--- config.mk ---
export PLATFORM = sky130hd
export DESIGN_NAME = multicycle_control
export DESIGN_NICKNAME = d
export VERILOG_FILES = /design/src/rtl/mips_ctrl_pkg.sv /design/src/rtl/multicycle_control_ctrl_output_decoder.sv /design/src/rtl/multicycle_control.sv
export SDC_FILE = /design/constraint.sdc
export NUM_CORES = 1
export LEC_CHECK = 0
export BUFFER_PORTS_ARGS = -buffer_cell sky130_fd_sc_hd__buf_2
export CAP_MARGIN = 0
export CORE_UTILIZATION = 31
export CTS_CLUSTER_DIAMETER = 40
export DETAILED_ROUTE_END_ITERATION = 7
export SYNTH_ARGS = -nofsm -noshare
export SYNTH_HDL_FRONTEND = slang
export SYNTH_SLANG_ARGS = --single-unit
--- constraint.sdc ---
create_clock -name clk -period 4.4 [get_ports clk]
set_input_delay 0.88 -clock clk [delete_from_list [all_inputs] [get_ports clk]]
set_output_delay 0.88 -clock clk [all_outputs]
set_load 0.01 [all_outputs]
--- src/rtl/mips_ctrl_pkg.sv ---
// Shared constants and types for the multicycle MIPS control unit.
// Optional feature macro: JAL_SUPPORT_EN (adds the JAL_WB state for opcode 000011).
package mips_ctrl_pkg;

  localparam int unsigned OP_W    = 6;
  localparam int unsigned STATE_W = 4;
  localparam int unsigned ALUOP_W = 3;
  localparam int unsigned SEL_W   = 2;

  // Opcode and funct values
  localparam logic [OP_W-1:0] OP_RTYPE = 6'b000000;
  localparam logic [OP_W-1:0] OP_ADDI  = 6'b001000;
  localparam logic [OP_W-1:0] OP_ORI   = 6'b001101;
  localparam logic [OP_W-1:0] OP_LUI   = 6'b001111;
  localparam logic [OP_W-1:0] OP_LW    = 6'b100011;
  localparam logic [OP_W-1:0] OP_SW    = 6'b101011;
  localparam logic [OP_W-1:0] OP_BEQ   = 6'b000100;
  localparam logic [OP_W-1:0] OP_BNE   = 6'b000101;
  localparam logic [OP_W-1:0] OP_J     = 6'b000010;
  localparam logic [OP_W-1:0] OP_JAL   = 6'b000011;
  localparam logic [OP_W-1:0] FN_JR    = 6'b001000;

  // ALUOp codes seen by the ALU control decoder
  localparam logic [ALUOP_W-1:0] ALUOP_LW   = 3'b000;
  localparam logic [ALUOP_W-1:0] ALUOP_BEQ  = 3'b001;
  localparam logic [ALUOP_W-1:0] ALUOP_BNE  = 3'b010;
  localparam logic [ALUOP_W-1:0] ALUOP_LUI  = 3'b011;
  localparam logic [ALUOP_W-1:0] ALUOP_ADDI = 3'b100;
  localparam logic [ALUOP_W-1:0] ALUOP_ORI  = 3'b101;
  localparam logic [ALUOP_W-1:0] ALUOP_SW   = 3'b110;
  localparam logic [ALUOP_W-1:0] ALUOP_R    = 3'b111;

  // Mux select codes
  localparam logic [SEL_W-1:0] SRCB_RT       = 2'b00;
  localparam logic [SEL_W-1:0] SRCB_FOUR     = 2'b01;
  localparam logic [SEL_W-1:0] SRCB_IMM      = 2'b10;
  localparam logic [SEL_W-1:0] SRCB_IMM_SH2  = 2'b11;
  localparam logic [SEL_W-1:0] PCSRC_ALU     = 2'b00;
  localparam logic [SEL_W-1:0] PCSRC_ALUOUT  = 2'b01;
  localparam logic [SEL_W-1:0] PCSRC_JUMP    = 2'b10;
  localparam logic [SEL_W-1:0] PCSRC_RS      = 2'b11;
  localparam logic [SEL_W-1:0] REGDST_RT     = 2'b00;
  localparam logic [SEL_W-1:0] REGDST_RD     = 2'b01;
  localparam logic [SEL_W-1:0] REGDST_RA     = 2'b10;
  localparam logic [SEL_W-1:0] M2R_ALUOUT    = 2'b00;
  localparam logic [SEL_W-1:0] M2R_MDR       = 2'b01;
  localparam logic [SEL_W-1:0] M2R_PC        = 2'b10;

  // State encodings (visible on state_dbg)
  typedef enum logic [STATE_W-1:0] {
    ST_FETCH    = 4'd0,
    ST_DECODE   = 4'd1,
    ST_EXEC_R   = 4'd2,
    ST_EXEC_I   = 4'd3,
    ST_MEM_ADDR = 4'd4,
    ST_MEM_RD   = 4'd5,
    ST_MEM_WR   = 4'd6,
    ST_WB_R     = 4'd7,
    ST_WB_I     = 4'd8,
    ST_WB_MEM   = 4'd9,
    ST_BRANCH   = 4'd10,
    ST_JUMP     = 4'd11,
    ST_JUMP_REG = 4'd12,
`ifdef JAL_SUPPORT_EN
    ST_JAL_WB   = 4'd13,
`endif
    ST_TRAP     = 4'd14
  } state_e;

  // Control word produced for every state
  typedef struct packed {
    logic               mem_read;
    logic               mem_write;
    logic               i_or_d;
    logic               ir_write;
    logic               pc_write;
    logic               reg_write;
    logic [ALUOP_W-1:0] alu_op;
    logic               alu_src_a;
    logic [SEL_W-1:0]   alu_src_b;
    logic [SEL_W-1:0]   pc_source;
    logic [SEL_W-1:0]   reg_dst;
    logic [SEL_W-1:0]   mem_to_reg;
  } ctrl_word_t;

endpackage

--- src/rtl/multicycle_control_ctrl_output_decoder.sv ---
// Combinational state-to-control-word decode for the multicycle control FSM.
module ctrl_output_decoder
  import mips_ctrl_pkg::*;
(
  input  state_e          i_state,
  input  logic [OP_W-1:0] i_opcode,
  input  logic [OP_W-1:0] i_funct,
  input  logic            i_zero,
  input  logic            i_mem_ready,
  output ctrl_word_t      o_ctrl
);

  // Moore decode; memory handshakes qualify the IR/PC enables in FETCH
  always_comb begin
    o_ctrl = '0;
    case (i_state)
      ST_FETCH: begin
        o_ctrl.mem_read  = 1'b1;
        o_ctrl.alu_src_b = SRCB_FOUR;
        o_ctrl.alu_op    = ALUOP_ADDI;
        if (i_mem_ready) begin
          o_ctrl.ir_write  = 1'b1;
          o_ctrl.pc_write  = 1'b1;
          o_ctrl.pc_source = PCSRC_ALU;
        end
      end
      ST_DECODE: begin
        o_ctrl.alu_src_b = SRCB_IMM_SH2;
        o_ctrl.alu_op    = ALUOP_ADDI;
      end
      ST_EXEC_R: begin
        if (i_funct != FN_JR) begin
          o_ctrl.alu_src_a = 1'b1;
          o_ctrl.alu_src_b = SRCB_RT;
          o_ctrl.alu_op    = ALUOP_R;
        end
      end
      ST_EXEC_I: begin
        o_ctrl.alu_src_a = 1'b1;
        o_ctrl.alu_src_b = SRCB_IMM;
        case (i_opcode)
          OP_ORI:  o_ctrl.alu_op = ALUOP_ORI;
          OP_LUI:  o_ctrl.alu_op = ALUOP_LUI;
          default: o_ctrl.alu_op = ALUOP_ADDI;
        endcase
      end
      ST_MEM_ADDR: begin
        o_ctrl.alu_src_a = 1'b1;
        o_ctrl.alu_src_b = SRCB_IMM;
        o_ctrl.alu_op    = (i_opcode == OP_SW) ? ALUOP_SW : ALUOP_LW;
      end
      ST_MEM_RD: begin
        o_ctrl.i_or_d   = 1'b1;
        o_ctrl.mem_read = 1'b1;
      end
      ST_MEM_WR: begin
        o_ctrl.i_or_d    = 1'b1;
        o_ctrl.mem_write = 1'b1;
      end
      ST_WB_R: begin
        o_ctrl.reg_write  = 1'b1;
        o_ctrl.reg_dst    = REGDST_RD;
        o_ctrl.mem_to_reg = M2R_ALUOUT;
      end
      ST_WB_I: begin
        o_ctrl.reg_write  = 1'b1;
        o_ctrl.reg_dst    = REGDST_RT;
        o_ctrl.mem_to_reg = M2R_ALUOUT;
      end
      ST_WB_MEM: begin
        o_ctrl.reg_write  = 1'b1;
        o_ctrl.reg_dst    = REGDST_RT;
        o_ctrl.mem_to_reg = M2R_MDR;
      end
      ST_BRANCH: begin
        o_ctrl.alu_src_a = 1'b1;
        o_ctrl.alu_src_b = SRCB_RT;
        o_ctrl.pc_source = PCSRC_ALUOUT;
        if (i_opcode == OP_BNE) begin
          o_ctrl.alu_op   = ALUOP_BNE;
          o_ctrl.pc_write = ~i_zero;
        end else begin
          o_ctrl.alu_op   = ALUOP_BEQ;
          o_ctrl.pc_write = i_zero;
        end
      end
      ST_JUMP: begin
        o_ctrl.pc_write  = 1'b1;
        o_ctrl.pc_source = PCSRC_JUMP;
      end
      ST_JUMP_REG: begin
        o_ctrl.pc_write  = 1'b1;
        o_ctrl.pc_source = PCSRC_RS;
      end
`ifdef JAL_SUPPORT_EN
      ST_JAL_WB: begin
        o_ctrl.reg_write  = 1'b1;
        o_ctrl.reg_dst    = REGDST_RA;
        o_ctrl.mem_to_reg = M2R_PC;
        o_ctrl.pc_write   = 1'b1;
        o_ctrl.pc_source  = PCSRC_JUMP;
      end
`endif
      default: o_ctrl = '0;
    endcase
  end

endmodule

--- src/rtl/multicycle_control.sv ---
// Multicycle MIPS control FSM: state register, next-state logic and reset-gated outputs.
// Optional feature macro: JAL_SUPPORT_EN (JAL via the JAL_WB state; otherwise JAL traps).
module multicycle_control
  import mips_ctrl_pkg::*;
(
  input  logic               clk,
  input  logic               reset,
  input  logic [OP_W-1:0]    opcode,
  input  logic [OP_W-1:0]    funct,
  input  logic               zero,
  input  logic               mem_ready,
  output logic               mem_read,
  output logic               mem_write,
  output logic               i_or_d,
  output logic               ir_write,
  output logic               pc_write,
  output logic               reg_write,
  output logic [ALUOP_W-1:0] alu_op,
  output logic               alu_src_a,
  output logic [SEL_W-1:0]   alu_src_b,
  output logic [SEL_W-1:0]   pc_source,
  output logic [SEL_W-1:0]   reg_dst,
  output logic [SEL_W-1:0]   mem_to_reg,
  output logic               illegal_op,
  output logic [STATE_W-1:0] state_dbg
);

  state_e     r_state;
  state_e     w_next_state;
  logic       r_illegal_op;
  ctrl_word_t w_ctrl;
  ctrl_word_t w_out;

  // State register and sticky illegal-opcode flag; reset wins over any transition
  always_ff @(posedge clk) begin
    if (reset) begin
      r_state      <= ST_FETCH;
      r_illegal_op <= 1'b0;
    end else begin
      r_state <= w_next_state;
      if (w_next_state == ST_TRAP) begin
        r_illegal_op <= 1'b1;
      end
    end
  end

  // Next-state selection
  always_comb begin
    w_next_state = r_state;
    case (r_state)
      ST_FETCH:    if (mem_ready) w_next_state = ST_DECODE;
      ST_DECODE: begin
        case (opcode)
          OP_RTYPE:               w_next_state = ST_EXEC_R;
          OP_ADDI, OP_ORI, OP_LUI: w_next_state = ST_EXEC_I;
          OP_LW, OP_SW:           w_next_state = ST_MEM_ADDR;
          OP_BEQ, OP_BNE:         w_next_state = ST_BRANCH;
          OP_J:                   w_next_state = ST_JUMP;
`ifdef JAL_SUPPORT_EN
          OP_JAL:                 w_next_state = ST_JAL_WB;
`endif
          default:                w_next_state = ST_TRAP;
        endcase
      end
      ST_EXEC_R:   w_next_state = (funct == FN_JR) ? ST_JUMP_REG : ST_WB_R;
      ST_EXEC_I:   w_next_state = ST_WB_I;
      ST_MEM_ADDR: w_next_state = (opcode == OP_SW) ? ST_MEM_WR : ST_MEM_RD;
      ST_MEM_RD:   if (mem_ready) w_next_state = ST_WB_MEM;
      ST_MEM_WR:   if (mem_ready) w_next_state = ST_FETCH;
      ST_TRAP:     w_next_state = ST_TRAP;
      default:     w_next_state = ST_FETCH;
    endcase
  end

  ctrl_output_decoder u_decoder (
    .i_state     (r_state),
    .i_opcode    (opcode),
    .i_funct     (funct),
    .i_zero      (zero),
    .i_mem_ready (mem_ready),
    .o_ctrl      (w_ctrl)
  );

  // Output stage: strobes forced low while reset is held
  always_comb begin
    w_out = w_ctrl;
    if (reset) begin
      w_out.mem_read  = 1'b0;
      w_out.mem_write = 1'b0;
      w_out.ir_write  = 1'b0;
      w_out.pc_write  = 1'b0;
      w_out.reg_write = 1'b0;
    end
  end

  assign mem_read   = w_out.mem_read;
  assign mem_write  = w_out.mem_write;
  assign i_or_d     = w_out.i_or_d;
  assign ir_write   = w_out.ir_write;
  assign pc_write   = w_out.pc_write;
  assign reg_write  = w_out.reg_write;
  assign alu_op     = w_out.alu_op;
  assign alu_src_a  = w_out.alu_src_a;
  assign alu_src_b  = w_out.alu_src_b;
  assign pc_source  = w_out.pc_source;
  assign reg_dst    = w_out.reg_dst;
  assign mem_to_reg = w_out.mem_to_reg;
  assign illegal_op = r_illegal_op;
  assign state_dbg  = STATE_W'(r_state);

endmodule

==> results of run 1 <==
[registers in the layout (all words and copies together) (netlist names)]
register and flops:
illegal_op 1, state_dbg 4
[per-layer routing]
metal / routed length, um / up-vias / GRT usage, %
li1: - / 513 / -
met1: 1060 / 454 / 22.2
met2: 1100 / 28 / 22.7
met3: 106 / 0 / 2.58
met4: 0 / 0 / 3.21
met5: 0 / - / 0
[path summary, 6_finish.rpt]
check | startpoint | to | cells after the start
setup reg to reg | state_dbg[0] | illegal_op | 5
hold reg to reg | illegal_op | illegal_op | 2
hold / removal | illegal_op | illegal_op | 2
setup / recovery | opcode[5] | pc_write | 7
[metrics by stage]
step	total power, uW	area [um2]
after floorplan	396	890
after global placement	483	1020
after detailed placement	484	1020
after CTS	541	1040
after global routing	588	1040
final	536	1040
[synth_stat cells (2+ instances only)]
library cell | instances | share of area [%]
o31ai_1 | 3 | 2.5
a22o_1 | 2 | 2.0
xor2_1 | 3 | 3.0
and3_1 | 3 | 2.1
nand3_1 | 3 | 1.7
a32oi_1 | 2 | 2.0
buf_2 | 9 | 5.1
nor3_1 | 5 | 2.8
inv_1 | 3 | 1.3
dfxtp_1 | 5 | 11
buf_4 | 3 | 2.5
nand2b_1 | 8 | 5.6
nand2_1 | 12 | 5.1
buf_6 | 2 | 2.5
nor2_1 | 19 | 8.1
o21ai_0 | 5 | 2.8
nor2b_1 | 4 | 2.8
a21oi_1 | 11 | 6.2
a31oi_1 | 2 | 1.4
o32ai_1 | 2 | 2.0
o41ai_1 | 2 | 2.0
[cell families after synthesis]
| logic type | Yosys count |
|---|---|
| XOR/XNOR | 4 |
| flip-flops | 5 |
| AND/OR/NAND/NOR | 65 |
| buffers and inverters | 17 |
| other | 1 |
| AO/OA/AOI/OAI | 37 |
[area by class of cell]
class,instances,area (um2)
Fill cell,299,1690
Multi-Input combinational cell,108,688
Timing Repair Buffer,36,180
Sequential cell,5,100
Tap cell,31,38.8
Clock buffer,4,26.3
Inverter,3,11.3
[critical path: cells and delay by family]
family,cells,cell delay (ns)
XOR/XNOR,1,0.16
buffers and inverters,2,0.29
AND/OR/NAND/NOR,2,0.50
AO/OA/AOI/OAI,2,0.27
[power groups by stage]
stage / sequential, uW / combinational, uW / clock, uW
2_1_floorplan: 82.7 / 314 / 0
3_3_place_gp: 139 / 345 / 0
3_5_place_dp: 138 / 346 / 0
4_1_cts: 138 / 348 / 55.0
5_1_grt: 147 / 384 / 57.6
6_report: 137 / 346 / 53.2
==> flow_summary.json, run 1 <==
{
  "die_w_um": 55.5,
  "ant_nets": 0,
  "synth_edf_count": 0,
  "synth_top_family_by_area": "simple AND/OR/NAND/NOR gates",
  "skew_ns": 0.00256,
  "crit_chain": "buf_2 -> nand4bb_1 -> nor3_1 -> xor2_1 -> o211ai_1 -> a21oi_1 -> buf_2",
  "io_pins": 39,
  "mostFrequentLayoutCells": "buf_2 (36), nor2_1 (19), nand2_1 (12)",
  "start_util_pct": 32.4,
  "antenna_cells": 0,
  "syn_area_um2": 886,
  "die-area_um2": 3080,
  "htreeDepth": 1,
  "dp_hpwl_mm": 1.66,
  "synth.mux.area_fraction_pct": 0,
  "synth_xor_area_share_pct": 3.95,
  "drc": 0,
  "synth_compound_area_share_pct": 29.5,
  "grt_max_degree": 27,
  "net-switching-power_uw": 280,
  "via_count": 995,
  "first_pass_iters": 4,
  "ys_ff_latch": 5,
  "num_rows": 19,
  "cts_sinks": 5,
  "fin_ws_ns": 1.42,
  "required_ns": 3.52,
  "routed_wl_mm": 2.26,
  "cts_resized": 0,
  "clk_pin_slew_ns": 0.04,
  "power_frac_seq_pct": 25.5,
  "switching_share_pct": 52.2,
  "cp_max_fo": 8,
  "rsz0062_at_grt": "no",
  "wire_per_inst_um": 12.1,
  "clk_latency_ns": 0.24,
  "p_leak_uw": 0.000473,
  "min-delay-path-class": "flop to flop",
  "post-cts-setup-buffers": 0,
  "core_um2": 2730,
  "cpPeakStageDelay_ns": 0.28,
  "dp.cells": 183,
  "avgSynthCellArea_um2": 6.87,
  "grt_pass1_wl_mm": 3.84,
  "synth_cells": 129,
  "viasPerCell": 5.32,
  "clockBufferDepth": 2,
  "area_delta_synth_final_pct": 17.9,
  "cp.arrival_ns": 2.10,
  "drt_iter0_drc": 26,
  "cpMaxStageDelayCell": "nand4bb_1",
  "yosys.area_share.simple_pct": 43.4,
  "setup-tns-final_ns": 0,
  "dpl_worst_slack_ns": 1.39,
  "cts_root_buf": "clkbuf_4",
  "grt_pass1_vias": 836,
  "hold_violations": 0,
  "synth_flop_cell": "dfxtp_1",
  "peakVddDrop_mv": 0.425,
  "synthAdderAreaFrac_pct": 0,
  "fin_hold_ws_ns": 0.466,
  "place_congestion": 0.802,
  "cts_buffers": 3,
  "cts_hold_buf": 0,
  "cts_tree": "yes",
  "max_slew.worst_pin.slew_ns": 0.798,
  "antenna_found_initial": 0,
  "critPathLaunchType": "input pin",
  "layout_commonest_cell": "buf_2",
  "worst-r2r-setup-slack_ns": 2.39,
  "gr-usage-all-layers_pct": 15.0,
  "crit_path_frequent_cell": "buf_2",
  "yosysWarnings": 0,
  "cap_violations": 0,
  "grt_overflow": 0,
  "finalMaxSlewViolations": 0,
  "outcome": "finished, final reports clean",
  "period_minus_slack_ns": 2.98,
  "async_flop_share_pct": 0,
  "fmax_mhz": 335,
  "powerDensity_nw_per_um2": 513,
  "final_util_pct": 38.2,
  "die_y_um": 55.5,
  "stdcell_count": 187,
  "setup_violations": 0,
  "critical_path_class": "input pin to primary output",
  "yosysUniqueCellTypes": 42,
  "drive_gt1_share_pct": 30.1,
  "ys_seq_area_share_pct": 11.3,
  "power_frac_clock_pct": 9.9,
  "relSlewSlack_pct": 46.7,
  "fin_nets": 173,
  "share_comb_of_total_power_pct": 64.5,
  "port_buffers": 36,
  "intPower_uw": 256,
  "fin_crit_sh_pct": 67.8,
  "endpoint_kind": "primary output"
}
Note: power is estimated with default switching activity, not from simulation.
==> run 2: changes to the inputs <==
==> constraint.sdc (replaced) <==
create_clock -name clk -period 3 [get_ports clk]
set_input_delay 0.6 -clock clk [delete_from_list [all_inputs] [get_ports clk]]
set_output_delay 0.6 -clock clk [all_outputs]
set_load 0.01 [all_outputs]
==> flow_summary.json, run 2 (synthesized netlist as in run 1, its figures left out) <==
{
  "grt_max_degree": 17,
  "cts_hold_buf": 0,
  "setup_violations": 0,
  "first_pass_iters": 4,
  "cts_resized": 0,
  "largest_register_ffs": 4,
  "setup-tns-final_ns": 0,
  "rsz0062_at_grt": "no",
  "antenna_cells": 0,
  "fillCellCount": 296,
  "outcome": "finished, final reports clean",
  "antenna_found_initial": 0,
  "cpMaxStageDelayCell": "nand4bb_1",
  "fin_crit_sh_pct": 79.9,
  "peakVddDrop_mv": 0.372,
  "drt_iter0_drc": 31,
  "fmax_mhz": 417,
  "ant_nets": 0,
  "min-delay-path-class": "flop to flop",
  "port_buffers": 36,
  "cap_violations": 0,
  "cpPeakStageDelay_ns": 0.27,
  "hold_violations": 0,
  "die_w_um": 55.5,
  "clockBufferDepth": 2,
  "endpoint_kind": "primary output",
  "p_leak_uw": 0.000494,
  "routed.top_layer": "met4",
  "required_ns": 2.40,
  "mostFrequentLayoutCells": "buf_2 (36), nor2_1 (19), nand2_1 (12)",
  "crit_path_frequent_cell": "buf_2",
  "final_util_pct": 39.3,
  "routed_wl_mm": 2.43,
  "grt_pass1_wl_mm": 4.00,
  "intPower_uw": 399,
  "cts_root_buf": "clkbuf_4",
  "drt-met1-wl_mm": 1.12,
  "clk_latency_ns": 0.24,
  "ff_latch_area_um2": 100,
  "cts_buffers": 3,
  "dp.cells": 187,
  "grt_overflow": 0,
  "period_minus_slack_ns": 2.40,
  "layout_commonest_cell": "buf_2",
  "gr-usage-all-layers_pct": 15.9,
  "drive_gt1_share_pct": 31.9,
  "crit_chain": "buf_2 -> nand4bb_1 -> nor3_1 -> xor2_1 -> o211ai_1 -> a21oi_1 -> buf_2",
  "cts_sinks": 5,
  "critPathLaunchType": "input pin",
  "power_frac_clock_pct": 9.2,
  "power_frac_seq_pct": 17.2,
  "share_comb_of_total_power_pct": 73.6,
  "dpl_worst_slack_ns": 0.585,
  "grt_pass1_vias": 888,
  "powerDensity_nw_per_um2": 766,
  "stdcell_count": 191,
  "net-switching-power_uw": 424,
  "met3_length_um": 108,
  "dp_hpwl_mm": 1.87,
  "start_util_pct": 32.4,
  "clk_pin_slew_ns": 0.04,
  "worst-r2r-setup-slack_ns": 1.15,
  "place_congestion": 0.843,
  "multi_input_area_um2": 688,
  "wl_met2_mm": 1.18,
  "post-cts-setup-buffers": 0,
  "fin_ws_ns": 0.603,
  "fin_nets": 177,
  "core_um2": 2730,
  "cts_tree": "yes",
  "cp.arrival_ns": 1.80,
  "io_pins": 39,
  "area_delta_synth_final_pct": 21.3,
  "cp_max_fo": 8,
  "wire_per_inst_um": 12.7,
  "finalMaxSlewViolations": 0,
  "drc": 0,
  "htreeDepth": 1,
  "critical_path_class": "input pin to primary output",
  "skew_ns": 0.000796,
  "switching_share_pct": 51.5,
  "viasPerCell": 5.40,
  "via_count": 1032,
  "die-area_um2": 3080,
  "die_y_um": 55.5,
  "num_rows": 19
}
[run 2: changes by cell type in the layout (fill, tap and decap cells not counted)]
cell,before,now
buf_4,0,4
[run 2: layout make-up]
| cell class | count | share of cell area [%] |
|---|---|---|
| Sequential cell | 5 | 9.31 |
| Multi-Input combinational cell | 108 | 64.0 |
| Clock buffer | 4 | 2.44 |
| Inverter | 3 | 1.05 |
| Tap cell | 31 | 3.61 |
| Timing Repair Buffer | 40 | 19.6 |
[run 2: path summary, 6_finish.rpt]
check	startpoint	to	depth (start not counted)
hold / removal	illegal_op	illegal_op	2
hold reg to reg	illegal_op	illegal_op	2
setup / recovery	opcode[5]	pc_write	7
setup reg to reg	state_dbg[0]	illegal_op	6
[run 2: power groups by stage]
stage,clock (uW),combinational [uW],sequential [uW]
4_1_cts,80.1,608,141
3_5_place_dp,0,603,142
2_1_floorplan,0,460,121
6_report,75.6,606,141
5_1_grt,90.0,665,146
3_3_place_gp,0,596,141
[run 2: critical path, delay by kind of cell]
| family | cells | cell delay (ns) |
|---|---|---|
| and+or+nand+nor | 2 | 0.48 |
| xor gates and xnor gates | 1 | 0.18 |
| AOI/OAI and AO/OA | 2 | 0.24 |
| buffers and inverters | 2 | 0.29 |
[run 2: metrics by stage]
stage	hold WS (ns)	instance area (um2)	power (uW)
after floorplan	0.490	890	581
final	0.465	1070	823
after detailed placement	0.456	1050	744
after CTS	0.469	1070	829
after global placement	0.453	1050	737
after global routing	0.501	1070	901
[run 2: layer usage]
metal | up-vias | track usage (%)
met4 | 0 | 4.29
met1 | 474 | 22.2
met5 | - | 0
met2 | 29 | 25.6
li1 | 526 | -
met3 | 3 | 2.11
==> run 3: changes to the inputs <==
==> constraint.sdc (replaced) <==
create_clock -name clk -period 2.07 [get_ports clk]
set_input_delay 0.414 -clock clk [delete_from_list [all_inputs] [get_ports clk]]
set_output_delay 0.414 -clock clk [all_outputs]
set_load 0.01 [all_outputs]
==> flow_summary.json, run 3 (synthesized netlist as in run 1, its figures left out) <==
{
  "outcome": "finished, final reports clean",
  "place_congestion": 0.873,
  "cp.arrival_ns": 1.59,
  "drt_iter0_drc": 17,
  "antenna_found_initial": 0,
  "cts_buffers": 3,
  "fmax_mhz": 500,
  "grt_pass1_wl_mm": 4.08,
  "start_util_pct": 32.4,
  "period_minus_slack_ns": 2.00,
  "cts_sinks": 5,
  "viasPerCell": 5.30,
  "num_rows": 19,
  "cp_max_fo": 9,
  "ant_nets": 0,
  "mostFrequentLayoutCells": "buf_2 (36), nor2_1 (19), nand2_1 (12)",
  "fin_crit_sh_pct": 96.7,
  "skew_ns": 0.00187,
  "powerDensity_nw_per_um2": 1080,
  "dp_hpwl_mm": 1.87,
  "first_pass_iters": 4,
  "cts_root_buf": "clkbuf_4",
  "routed_wl_mm": 2.46,
  "antenna_cells": 0,
  "cap_violations": 0,
  "core_um2": 2730,
  "fin_hold_ws_ns": 0.475,
  "grt_pass1_vias": 917,
  "worst-r2r-setup-slack_ns": 0.31,
  "fin_nets": 183,
  "grt_overflow": 0,
  "die_y_um": 55.5,
  "peakVddDrop_mv": 0.699,
  "stdcell_count": 197,
  "hold_path_depth": 2,
  "clockBufferDepth": 2,
  "clk_pin_slew_ns": 0.05,
  "io_pins": 39,
  "endpoint_kind": "primary output",
  "setup_violations": 0,
  "htreeDepth": 1,
  "grt_max_degree": 26,
  "cts_hold_buf": 0,
  "dp.cells": 193,
  "p_leak_uw": 0.000528,
  "drive_gt1_share_pct": 36.1,
  "clk_latency_ns": 0.24,
  "die_w_um": 55.5,
  "largest_register_ffs": 4,
  "wire_per_inst_um": 12.5,
  "area_delta_synth_final_pct": 28.0,
  "r2r-start": "state_dbg[2]",
  "hold_violations": 0,
  "finalMaxSlewViolations": 0,
  "endpoint": "pc_write",
  "min-delay-path-class": "flop to flop",
  "cts_tree": "yes",
  "via_count": 1044,
  "gr-usage-all-layers_pct": 15.9,
  "die-area_um2": 3080,
  "port_buffers": 36,
  "r2r_end": "illegal_op",
  "required_ns": 1.66,
  "fin_area_um2": 1130,
  "drc": 0,
  "ff2ff_path_depth": 6,
  "critical_path_class": "flop to primary output",
  "layout_commonest_cell": "buf_2",
  "critPathLaunch": "state_dbg[2]",
  "post_dp_cell_area_um2": 1090,
  "critPathLaunchType": "flop"
}
## run 3: timing repair
action	4_1_cts	5_1_grt
setup endpoints to repair	3	2
setup buffers	0	0
gates resized for setup	1	2
## run 3: per-stage QoR
step	power (uW)	TNS, ns	util, %	worst slack, ns
detailed placement	1090	0	40.0	0.0428
global placement	1080	0	40.0	0.108
CTS	1220	0	41.0	0.0426
global route	1320	-0.0275	41.5	-0.0275
finish	1220	0	41.5	0.0681
floorplan	842	0	-	0.249
## run 3: routing by layer
metal | wire, um | GRT usage (%) | vias up | part of all wire [%]
met5 | 0 | 0 | - | 0
met4 | 0 | 5.36 | 0 | 0
met3 | 71 | 2.11 | 0 | 2.9
met2 | 1180 | 26.5 | 16 | 48
met1 | 1200 | 21.0 | 496 | 49
li1 | - | - | 532 | -
## run 3: worst min-delay path by stage
stage	endpoint	startpoint
2_1_floorplan	illegal_op	illegal_op
3_3_place_gp	illegal_op	illegal_op
3_5_place_dp	illegal_op	illegal_op
4_1_cts	illegal_op	illegal_op
5_1_grt	illegal_op	illegal_op
6_report	illegal_op	illegal_op
## run 3: power by group
| group | switching, uW | internal (uW) |
|---|---|---|
| sequential | 74.0 | 130 |
| combinational | 505 | 397 |
| clock | 40.4 | 72.9 |
| total | 620 | 600 |
## run 3: cell type report
class / instances / area [um2]
fill: 289 / 1600
multi-input combinational: 108 / 701
timing repair buffer: 46 / 255
sequential: 5 / 101
tap: 31 / 38.8
clock buffer: 4 / 26.3
inverter: 3 / 11.3
## run 3: critical path: stages, from the launching register on
cell and delay [ns]:
dfxtp_1 0.39, nor2_1 0.28, nand2_1 0.10, a211o_1 0.30
a21oi_1 0.14, buf_2 0.14
